==> src/rtl/mem_txn_ctrl_if.sv <==
// Upstream (arbiter <-> controller) and downstream (controller <-> memory) bus bundles.
// The controller is the slave of the upstream bundle and the master of the downstream one.
interface mem_txn_up_if;
  logic        req;
  logic        we;
  logic [63:0] addr;
  logic [63:0] wdata;
  logic        valid;
  logic [63:0] rdata;
  logic        busy;

  modport master (output req, we, addr, wdata, input valid, rdata, busy);
  modport slave  (input req, we, addr, wdata, output valid, rdata, busy);
endinterface

interface mem_txn_dn_if;
  logic        req;
  logic        we;
  logic [63:0] addr;
  logic [63:0] wdata;
  logic        ready;
  logic        rvalid;
  logic [63:0] rdata;

  modport master (output req, we, addr, wdata, input ready, rvalid, rdata);
  modport slave  (input req, we, addr, wdata, output ready, rvalid, rdata);
endinterface

==> src/rtl/mem_txn_ctrl.sv <==
// Memory transaction controller: queues upstream requests, issues them downstream with a held
// req/ready handshake, caps in-flight work and answers in order. MEM_TIMEOUT_EN adds a watchdog.
module mem_txn_ctrl #(
  parameter int unsigned CMD_DEPTH = 32,
  parameter int unsigned MAX_OUT   = 8,
  parameter int unsigned TIMEOUT   = 1024
) (
  input  logic                         clk,
  input  logic                         rst_n,
  mem_txn_up_if.slave                  up,
  mem_txn_dn_if.master                 dn,
  output logic [$clog2(MAX_OUT+1)-1:0] out_cnt_o,
  output logic                         err_ovf_o,
  output logic                         err_proto_o,
  output logic                         err_tmo_o
);

  localparam int unsigned CmdAw = $clog2(CMD_DEPTH);
  localparam int unsigned OrdAw = $clog2(MAX_OUT);
  localparam int unsigned OutW  = $clog2(MAX_OUT + 1);

  typedef logic [CmdAw:0]   cmd_ptr_t;
  typedef logic [OrdAw-1:0] ord_ptr_t;
  typedef logic [OutW-1:0]  cnt_t;

  localparam cmd_ptr_t CmdFull = cmd_ptr_t'(CMD_DEPTH);
  localparam cmd_ptr_t CmdBusy = cmd_ptr_t'(CMD_DEPTH - 2);
  localparam cnt_t     MaxOut  = cnt_t'(MAX_OUT);

  typedef struct packed {
    logic        we;
    logic [63:0] addr;
    logic [63:0] wdata;
  } cmd_t;

  typedef enum logic [1:0] {StIdle, StIssue, StStall} state_e;

  // Command queue
  cmd_t     cmd_mem [CMD_DEPTH];
  cmd_ptr_t cmd_wr_q, cmd_rd_q, cmd_cnt;
  cmd_t     cmd_in, cmd_head;
  logic     cmd_empty, cmd_full, cmd_avail, cmd_push, cmd_pop;

  // Issue FSM
  state_e st_q, st_d;
  logic   dn_req_q, dn_req_d;
  cmd_t   dn_cmd_q, dn_cmd_d;
  logic   accept, accept_rd;
  cnt_t   out_cnt_q, out_cnt_inc;

  // Ordering and read-data FIFOs
  logic [MAX_OUT-1:0] ord_mem;
  ord_ptr_t           ord_wr_q, ord_rd_q;
  logic [63:0]        rd_mem [MAX_OUT];
  ord_ptr_t           rd_wr_q, rd_rd_q;
  cnt_t               rd_cnt_q, rd_inflight_q;
  logic               head_we, resp_pop, rd_pop, rd_push, proto_err;

  logic        up_valid_q;
  logic [63:0] up_rdata_q;
  logic        err_ovf_q, err_proto_q;

  assign cmd_cnt   = cmd_wr_q - cmd_rd_q;
  assign cmd_empty = (cmd_cnt == '0);
  assign cmd_full  = (cmd_cnt == CmdFull);
  assign cmd_in    = '{we: up.we, addr: up.addr, wdata: up.wdata};
  // An empty queue lets the incoming request go straight to the issue register.
  assign cmd_avail = !cmd_empty || up.req;
  assign cmd_head  = cmd_empty ? cmd_in : cmd_mem[cmd_rd_q[CmdAw-1:0]];
  assign cmd_push  = up.req && !cmd_full && !(cmd_empty && cmd_pop);

  assign accept      = dn_req_q && dn.ready;
  assign accept_rd   = accept && !dn_cmd_q.we;
  assign out_cnt_inc = out_cnt_q + cnt_t'(1);

  always_comb begin
    st_d     = st_q;
    dn_req_d = dn_req_q;
    dn_cmd_d = dn_cmd_q;
    cmd_pop  = 1'b0;
    unique case (st_q)
      StIdle: begin
        if (cmd_avail) begin
          if (out_cnt_q < MaxOut) begin
            cmd_pop  = 1'b1;
            dn_cmd_d = cmd_head;
            dn_req_d = 1'b1;
            st_d     = StIssue;
          end else begin
            st_d = StStall;
          end
        end
      end
      StIssue: begin
        if (accept) begin
          if (cmd_avail && (out_cnt_inc < MaxOut)) begin
            cmd_pop  = 1'b1;
            dn_cmd_d = cmd_head;
          end else begin
            dn_req_d = 1'b0;
            st_d     = (out_cnt_inc < MaxOut) ? StIdle : StStall;
          end
        end
      end
      StStall: begin
        if (out_cnt_q < MaxOut) st_d = StIdle;
      end
      default: st_d = StIdle;
    endcase
  end

  assign head_we   = ord_mem[ord_rd_q];
  assign resp_pop  = (out_cnt_q != '0) && (head_we || (rd_cnt_q != '0));
  assign rd_pop    = resp_pop && !head_we;
  assign rd_push   = dn.rvalid && (rd_inflight_q != '0);
  assign proto_err = dn.rvalid && (rd_inflight_q == '0);

  always_ff @(posedge clk or negedge rst_n) begin
    if (!rst_n) begin
      cmd_wr_q      <= '0;
      cmd_rd_q      <= '0;
      st_q          <= StIdle;
      dn_req_q      <= 1'b0;
      dn_cmd_q      <= '0;
      out_cnt_q     <= '0;
      ord_wr_q      <= '0;
      ord_rd_q      <= '0;
      rd_wr_q       <= '0;
      rd_rd_q       <= '0;
      rd_cnt_q      <= '0;
      rd_inflight_q <= '0;
      up_valid_q    <= 1'b0;
      up_rdata_q    <= '0;
      err_ovf_q     <= 1'b0;
      err_proto_q   <= 1'b0;
    end else begin
      st_q     <= st_d;
      dn_req_q <= dn_req_d;
      dn_cmd_q <= dn_cmd_d;
      if (cmd_push)               cmd_wr_q <= cmd_wr_q + cmd_ptr_t'(1);
      if (cmd_pop && !cmd_empty)  cmd_rd_q <= cmd_rd_q + cmd_ptr_t'(1);
      if (accept)                 ord_wr_q <= ord_wr_q + ord_ptr_t'(1);
      if (resp_pop)               ord_rd_q <= ord_rd_q + ord_ptr_t'(1);
      if (rd_push)                rd_wr_q  <= rd_wr_q + ord_ptr_t'(1);
      if (rd_pop)                 rd_rd_q  <= rd_rd_q + ord_ptr_t'(1);
      out_cnt_q     <= out_cnt_q + cnt_t'(accept) - cnt_t'(resp_pop);
      rd_cnt_q      <= rd_cnt_q + cnt_t'(rd_push) - cnt_t'(rd_pop);
      rd_inflight_q <= rd_inflight_q + cnt_t'(accept_rd) - cnt_t'(rd_push);
      up_valid_q    <= resp_pop;
      if (resp_pop) up_rdata_q <= head_we ? 64'h0 : rd_mem[rd_rd_q];
      if (up.req && cmd_full) err_ovf_q <= 1'b1;
      if (proto_err)          err_proto_q <= 1'b1;
    end
  end

  // Storage arrays carry no reset; pointers alone define their contents.
  always_ff @(posedge clk) begin
    if (cmd_push) cmd_mem[cmd_wr_q[CmdAw-1:0]] <= cmd_in;
    if (accept)   ord_mem[ord_wr_q] <= dn_cmd_q.we;
    if (rd_push)  rd_mem[rd_wr_q] <= dn.rdata;
  end

`ifdef MEM_TIMEOUT_EN
  logic [31:0] tmo_cnt_q;
  logic        err_tmo_q;

  always_ff @(posedge clk or negedge rst_n) begin
    if (!rst_n) begin
      tmo_cnt_q <= '0;
      err_tmo_q <= 1'b0;
    end else begin
      if ((rd_inflight_q == '0) || dn.rvalid) begin
        tmo_cnt_q <= '0;
      end else if (tmo_cnt_q != TIMEOUT) begin
        tmo_cnt_q <= tmo_cnt_q + 32'd1;
      end
      if (tmo_cnt_q == TIMEOUT) err_tmo_q <= 1'b1;
    end
  end

  assign err_tmo_o = err_tmo_q;
`else
  logic unused_timeout;
  assign unused_timeout = ^TIMEOUT;
  assign err_tmo_o      = 1'b0;
`endif

  assign dn.req      = dn_req_q;
  assign dn.we       = dn_cmd_q.we;
  assign dn.addr     = dn_cmd_q.addr;
  assign dn.wdata    = dn_cmd_q.wdata;
  assign up.valid    = up_valid_q;
  assign up.rdata    = up_rdata_q;
  assign up.busy     = (cmd_cnt >= CmdBusy);
  assign out_cnt_o   = out_cnt_q;
  assign err_ovf_o   = err_ovf_q;
  assign err_proto_o = err_proto_q;

endmodule
==> src/flat_wrapper.sv <==
// flat-port wrapper written by rule: the top's interface ports become plain ports
module mem_txn_ctrl_flat 
#(
  parameter int unsigned CMD_DEPTH = 32,
  parameter int unsigned MAX_OUT   = 8,
  parameter int unsigned TIMEOUT   = 1024
)
  (clk, rst_n, out_cnt_o, err_ovf_o, err_proto_o, err_tmo_o, up_req, up_we, up_addr, up_wdata, up_valid, up_rdata, up_busy, dn_req, dn_we, dn_addr, dn_wdata, dn_ready, dn_rvalid, dn_rdata);
  mem_txn_up_if up_i ();
  mem_txn_dn_if dn_i ();
  input  logic clk;
  input  logic rst_n;
  output logic [$clog2(MAX_OUT+1)-1:0] out_cnt_o;
  output logic err_ovf_o;
  output logic err_proto_o;
  output logic err_tmo_o;
  input wire logic [$bits(up_i.req)-1:0] up_req;
  input wire logic [$bits(up_i.we)-1:0] up_we;
  input wire logic [$bits(up_i.addr)-1:0] up_addr;
  input wire logic [$bits(up_i.wdata)-1:0] up_wdata;
  output wire logic [$bits(up_i.valid)-1:0] up_valid;
  output wire logic [$bits(up_i.rdata)-1:0] up_rdata;
  output wire logic [$bits(up_i.busy)-1:0] up_busy;
  output wire logic [$bits(dn_i.req)-1:0] dn_req;
  output wire logic [$bits(dn_i.we)-1:0] dn_we;
  output wire logic [$bits(dn_i.addr)-1:0] dn_addr;
  output wire logic [$bits(dn_i.wdata)-1:0] dn_wdata;
  input wire logic [$bits(dn_i.ready)-1:0] dn_ready;
  input wire logic [$bits(dn_i.rvalid)-1:0] dn_rvalid;
  input wire logic [$bits(dn_i.rdata)-1:0] dn_rdata;
  assign up_i.req = up_req;
  assign up_i.we = up_we;
  assign up_i.addr = up_addr;
  assign up_i.wdata = up_wdata;
  assign up_valid = up_i.valid;
  assign up_rdata = up_i.rdata;
  assign up_busy = up_i.busy;
  assign dn_req = dn_i.req;
  assign dn_we = dn_i.we;
  assign dn_addr = dn_i.addr;
  assign dn_wdata = dn_i.wdata;
  assign dn_i.ready = dn_ready;
  assign dn_i.rvalid = dn_rvalid;
  assign dn_i.rdata = dn_rdata;
  mem_txn_ctrl #(.CMD_DEPTH(CMD_DEPTH), .MAX_OUT(MAX_OUT), .TIMEOUT(TIMEOUT)) u_core (.clk(clk), .rst_n(rst_n), .up(up_i), .dn(dn_i), .out_cnt_o(out_cnt_o), .err_ovf_o(err_ovf_o), .err_proto_o(err_proto_o), .err_tmo_o(err_tmo_o));
endmodule
==> config.mk <==
export PLATFORM = sky130hd
export DESIGN_NAME = mem_txn_ctrl_flat
export DESIGN_NICKNAME = d
export VERILOG_FILES = /design/src/rtl/mem_txn_ctrl_if.sv /design/src/rtl/mem_txn_ctrl.sv /design/src/flat_wrapper.sv
export SDC_FILE = /design/constraint.sdc
export NUM_CORES = 2
export LEC_CHECK = 0
export BUFFER_PORTS_ARGS = -buffer_cell sky130_fd_sc_hd__buf_2
export CAP_MARGIN = 15
export CORE_MARGIN = 2
export CORE_UTILIZATION = 45
export DETAILED_ROUTE_END_ITERATION = 10
export SYNTH_ARGS = -nofsm -noshare
export SYNTH_HDL_FRONTEND = slang
export SYNTH_MEMORY_MAX_BITS = 65536
export SYNTH_SLANG_ARGS = --single-unit
==> constraint.sdc <==
create_clock -name clk -period 10.01 [get_ports clk]
set_input_delay 1.5015 -clock clk [delete_from_list [all_inputs] [get_ports clk]]
set_output_delay 1.5015 -clock clk [all_outputs]
set_load 0.01 [all_outputs]
==> summary.md <==
| Metric | Value |
|---|---|
| Final Cell Area | 210000 um^2 |
| Final #Nets | 10124 |
| Skew-Pair Late Insertion Delay | 1.02 ns |
| Flop2flop setup slack | 4.24 ns |
| Setup-failing EPs final | 0 |
| H-tree depth | 5 |
| Sequential share of the synthesized area | 78.1% |
| Port Buffers | 399 |
| Critical path class | flip-flop to flip-flop |
| First-pass GRT wire length | 713000 um |
| Die area | 419000 um^2 |
| Hold Path Class | input port to asynchronous set/reset pin |
| Minimum clock period | 5.77 ns |
| Net count of the mapped netlist | 9585 |
| Distinct cells, synth | 58 |
| Starting Density | 45.1% |
| CP cell instances | inv_8, ha_1, o21ai_0, a21o_1, a21oi_1, o211ai_1, a21oi_1, and2_4, buf_4 |
| 1st-iter DRT viols | 11444 |
| Switching share of power | 32.4% |
| CTS tree | done |
| Max incr delay on CP | 1.05 ns |
| Tightest Pin Transition | 1.27 ns |
| Internal power | 40600 uW |
| Layout area overhead | 13.0% |
| Post-Syn Area | 186000 um^2 |
| Clock network fraction of total power | 29.6% |
| Seq cells post-synth | 4883 |
| CP Data Arrival Time | 6.37 ns |
| Gate power share | 28.3% |
| Antenna violations before repair | 59 |
| Post-cts sizing count | 0 |
| PnR worst setup slack | 4.24 ns |
| GRT overflow | 0 |
| Fin crit share | 57.6% |
| Setup TNS | 0 ns |
| CP Capture Type | flip-flop |
| Static Leak | 0.0706 uW |
| Most frequent CP cell | a21oi_1 |
| Root buffer cell | clkbuf_16 |
| Post-synthesis instance total | 9353 |
| DR pass1 iterations | 9 |
| Post-CTS Setup Inserts | 0 |
| Yosys warning count | 0 |
| Clock slew at reported path FFs | 0.06 ns |
| # Max-Cap Violations | 0 |
| Core Area | 413000 um^2 |
| Worst slew margin | 15.7% |
| Worst Clk Skew | 0.112 ns |
| Deepest clock path buffer count | 4 |
| Max Slew Vio Count | 0 |
| Drt wl/cell | 32.1 um |
| Die Height | 647 um |
| IO Pins | 401 |
| Sequential share of power | 42.1% |
| # hold bufs at CTS | 0 |
| Power per cell area | 285 nW/um^2 |
| Avg Cell Area, Syn | 19.9 um^2 |
| Final hold violations | 0 |
| Most frequent cells in the layout | 4648 x edfxtp_1, 1097 x mux2i_1, 646 x mux4_2, 525 x nor2_1, 516 x a22oi_1 |
| CTS Buf Count | 480 |
| HPWL after detailed placement | 275000 um |
| Share of cells above drive strength 1 | 19.2% |
| Fin cells | 15819 |
| Placed Area | 195000 um^2 |
| Slowest cell on crit path | and2_4 |
| RePlAce Congestion | 0.820 |
| GRT Total Usage | 23.8% |
| Most common cell after layout, fill and taps aside | edfxtp_1 |
| Final WL | 507000 um |
| Number of synthesized flops with an enable pin | 4648 |
| Largest net degree at the start of global routing | 132 |
| Worst EP required | 10.61 ns |
| Async SR Flop Fraction | 4.81% |
| # clock sinks | 4883 |
| Dpl ws | 3.40 ns |
| Number of global-route vias before repair | 95288 |
| Net switching power | 19400 uW |
| Type of origin of the critical path | flip-flop |
| Post-route ant nets | 0 |
| Main flop type after synthesis | edfxtp_1 |
| Pwr Total | 60000 uW |
| RSZ-0062 raised after global routing | no |
| Die X | 647 um |
| DR vias | 95475 |
| Number of fill cells | 32595 |
| Site row count | 236 |
| Remaining DRCs | 0 |
| Crit path max fanout | 67 |
| Peak supply drop | 0.000385 V |
| Vias per cell | 6.04 |
| Fmax | 173 MHz |
| Placed insts | 14882 |
| Run status | complete, no violations |
-- stage by stage --
| step | util [%] | hold WS (ns) |
|---|---|---|
| detailed placement | 47.2 | 0.468 |
| global placement | 47.2 | 0.460 |
| global route | 51.0 | 0.501 |
| floorplan | - | 0.466 |
| finish | 51.0 | 0.471 |
| CTS | 51.0 | 0.485 |
-- kinds of logic (layout without fill, tap and decap cells) --
| group | count (synthesis) | count (layout) | synth area share, % |
|---|---|---|---|
| and+or+nand+nor | 849 | 849 | 2.04 |
| other | 1 | 36 | 0.00201 |
| DFF | 4883 | 4883 | 78.1 |
| xor gates and xnor gates | 29 | 29 | 0.140 |
| adders and majority gates | 34 | 34 | 0.245 |
| buffers and inverters | 809 | 1766 | 1.90 |
| muxes | 1747 | 1747 | 13.7 |
| AOI/OAI and AO/OA | 1001 | 1001 | 3.84 |
-- layer usage --
metal / part of all wire [%] / track usage (%) / vias to the layer above
met3: 8.4 / 4.39 / 783
li1: - / - / 39253
met2: 47 / 37.8 / 4382
met4: 2.9 / 6.65 / 28
met5: 0.034 / 0 / -
met1: 42 / 34.0 / 51029
-- registers in the layout (all words and copies together), names as in the netlist, 6 cells and up --
signal / count
u_core.dn.addr: 64
u_core.cmd_rd_q: 6
u_core.ord_mem: 8
u_core.cmd_mem: 4128
u_core.rd_mem: 512
u_core.dn.wdata: 64
u_core.up.rdata: 64
u_core.cmd_wr_q: 6
-- synthesized netlist by cell type, types with 2 or more instances --
master / number / area (um^2)
nor4bb_1: 4 / 40.0
xnor2_1: 15 / 131
nand2b_1: 6 / 37.5
buf_4: 23 / 173
nand4_1: 133 / 832
nor4b_1: 2 / 17.5
mux2i_1: 1097 / 11000
nand2_1: 92 / 345
a21oi_1: 12 / 60.1
mux2_2: 4 / 45.0
nand3_1: 5 / 25.0
buf_6: 13 / 146
a222oi_1: 129 / 1290
o21ai_0: 187 / 936
mux4_2: 646 / 14500
and4b_1: 3 / 30.0
inv_1: 290 / 1090
ha_1: 30 / 375
o21ai_1: 11 / 55.1
clkbuf_1: 199 / 747
o22ai_1: 130 / 813
xor2_1: 13 / 114
and3_1: 29 / 181
buf_1: 32 / 120
edfxtp_1: 4648 / 140000
fa_1: 4 / 80.1
and3b_1: 2 / 17.5
nor2_1: 531 / 1990
nor3_1: 14 / 70.1
a22oi_1: 516 / 3870
inv_2: 3 / 11.3
a21o_1: 7 / 52.6
and2_1: 12 / 75.1
dfrtp_1: 235 / 5880
buf_2: 249 / 1250
nor3b_1: 5 / 37.5
-- path summary, 6_finish.rpt --
check                                    startpoint                endpoint  cells after the start
worst max-delay path             u_core.cmd_rd_q[2]  u_core.cmd_mem[19][46]                      9
worst min-delay path                          rst_n     u_core.up.rdata[15]                      1
worst max register to register   u_core.cmd_rd_q[2]  u_core.cmd_mem[19][46]                      9
worst min register to register  u_core.up.rdata[35]     u_core.up.rdata[35]                      2
max in group asynchronous                     rst_n      u_core.cmd_rd_q[0]                      3
min in group clk                u_core.up.rdata[35]     u_core.up.rdata[35]                      2
-- cell type report --
| type | instances | area, um^2 | area share, % |
|---|---|---|---|
| sequential | 4883 | 145000 | 69.1 |
| multi-input combinational | 3661 | 37600 | 17.9 |
| clock buffer | 643 | 13100 | 6.23 |
| tap | 5474 | 6850 | 3.26 |
| timing repair buffer | 573 | 3660 | 1.74 |
| clock inverter | 257 | 2490 | 1.18 |
| inverter | 293 | 1110 | 0.526 |
| antenna | 35 | 87.6 | 0.0416 |
-- worst max-delay path: cells and delay by family, from the launching register on --
| kind | cells | cell delay, ns |
|---|---|---|
| AO/OA/AOI/OAI | 5 | 1.56 |
| buffers and inverters | 2 | 1.27 |
| AND/OR/NAND/NOR | 1 | 1.05 |
| flip-flops | 1 | 0.84 |
| adder cells (fa/ha/maj) | 1 | 0.50 |
-- power by group through the flow --
stage                     sequential [uW]  clock (uW)  combinational [uW]
after floorplan                     25500           0               10700
after global placement              25600           0               16800
after detailed placement            25700           0               17000
after CTS                           25300       18000               17000
after global routing                25400       18800               18000
final                               25300       17800               17000
Note: power is estimated with default switching activity, not from simulation.
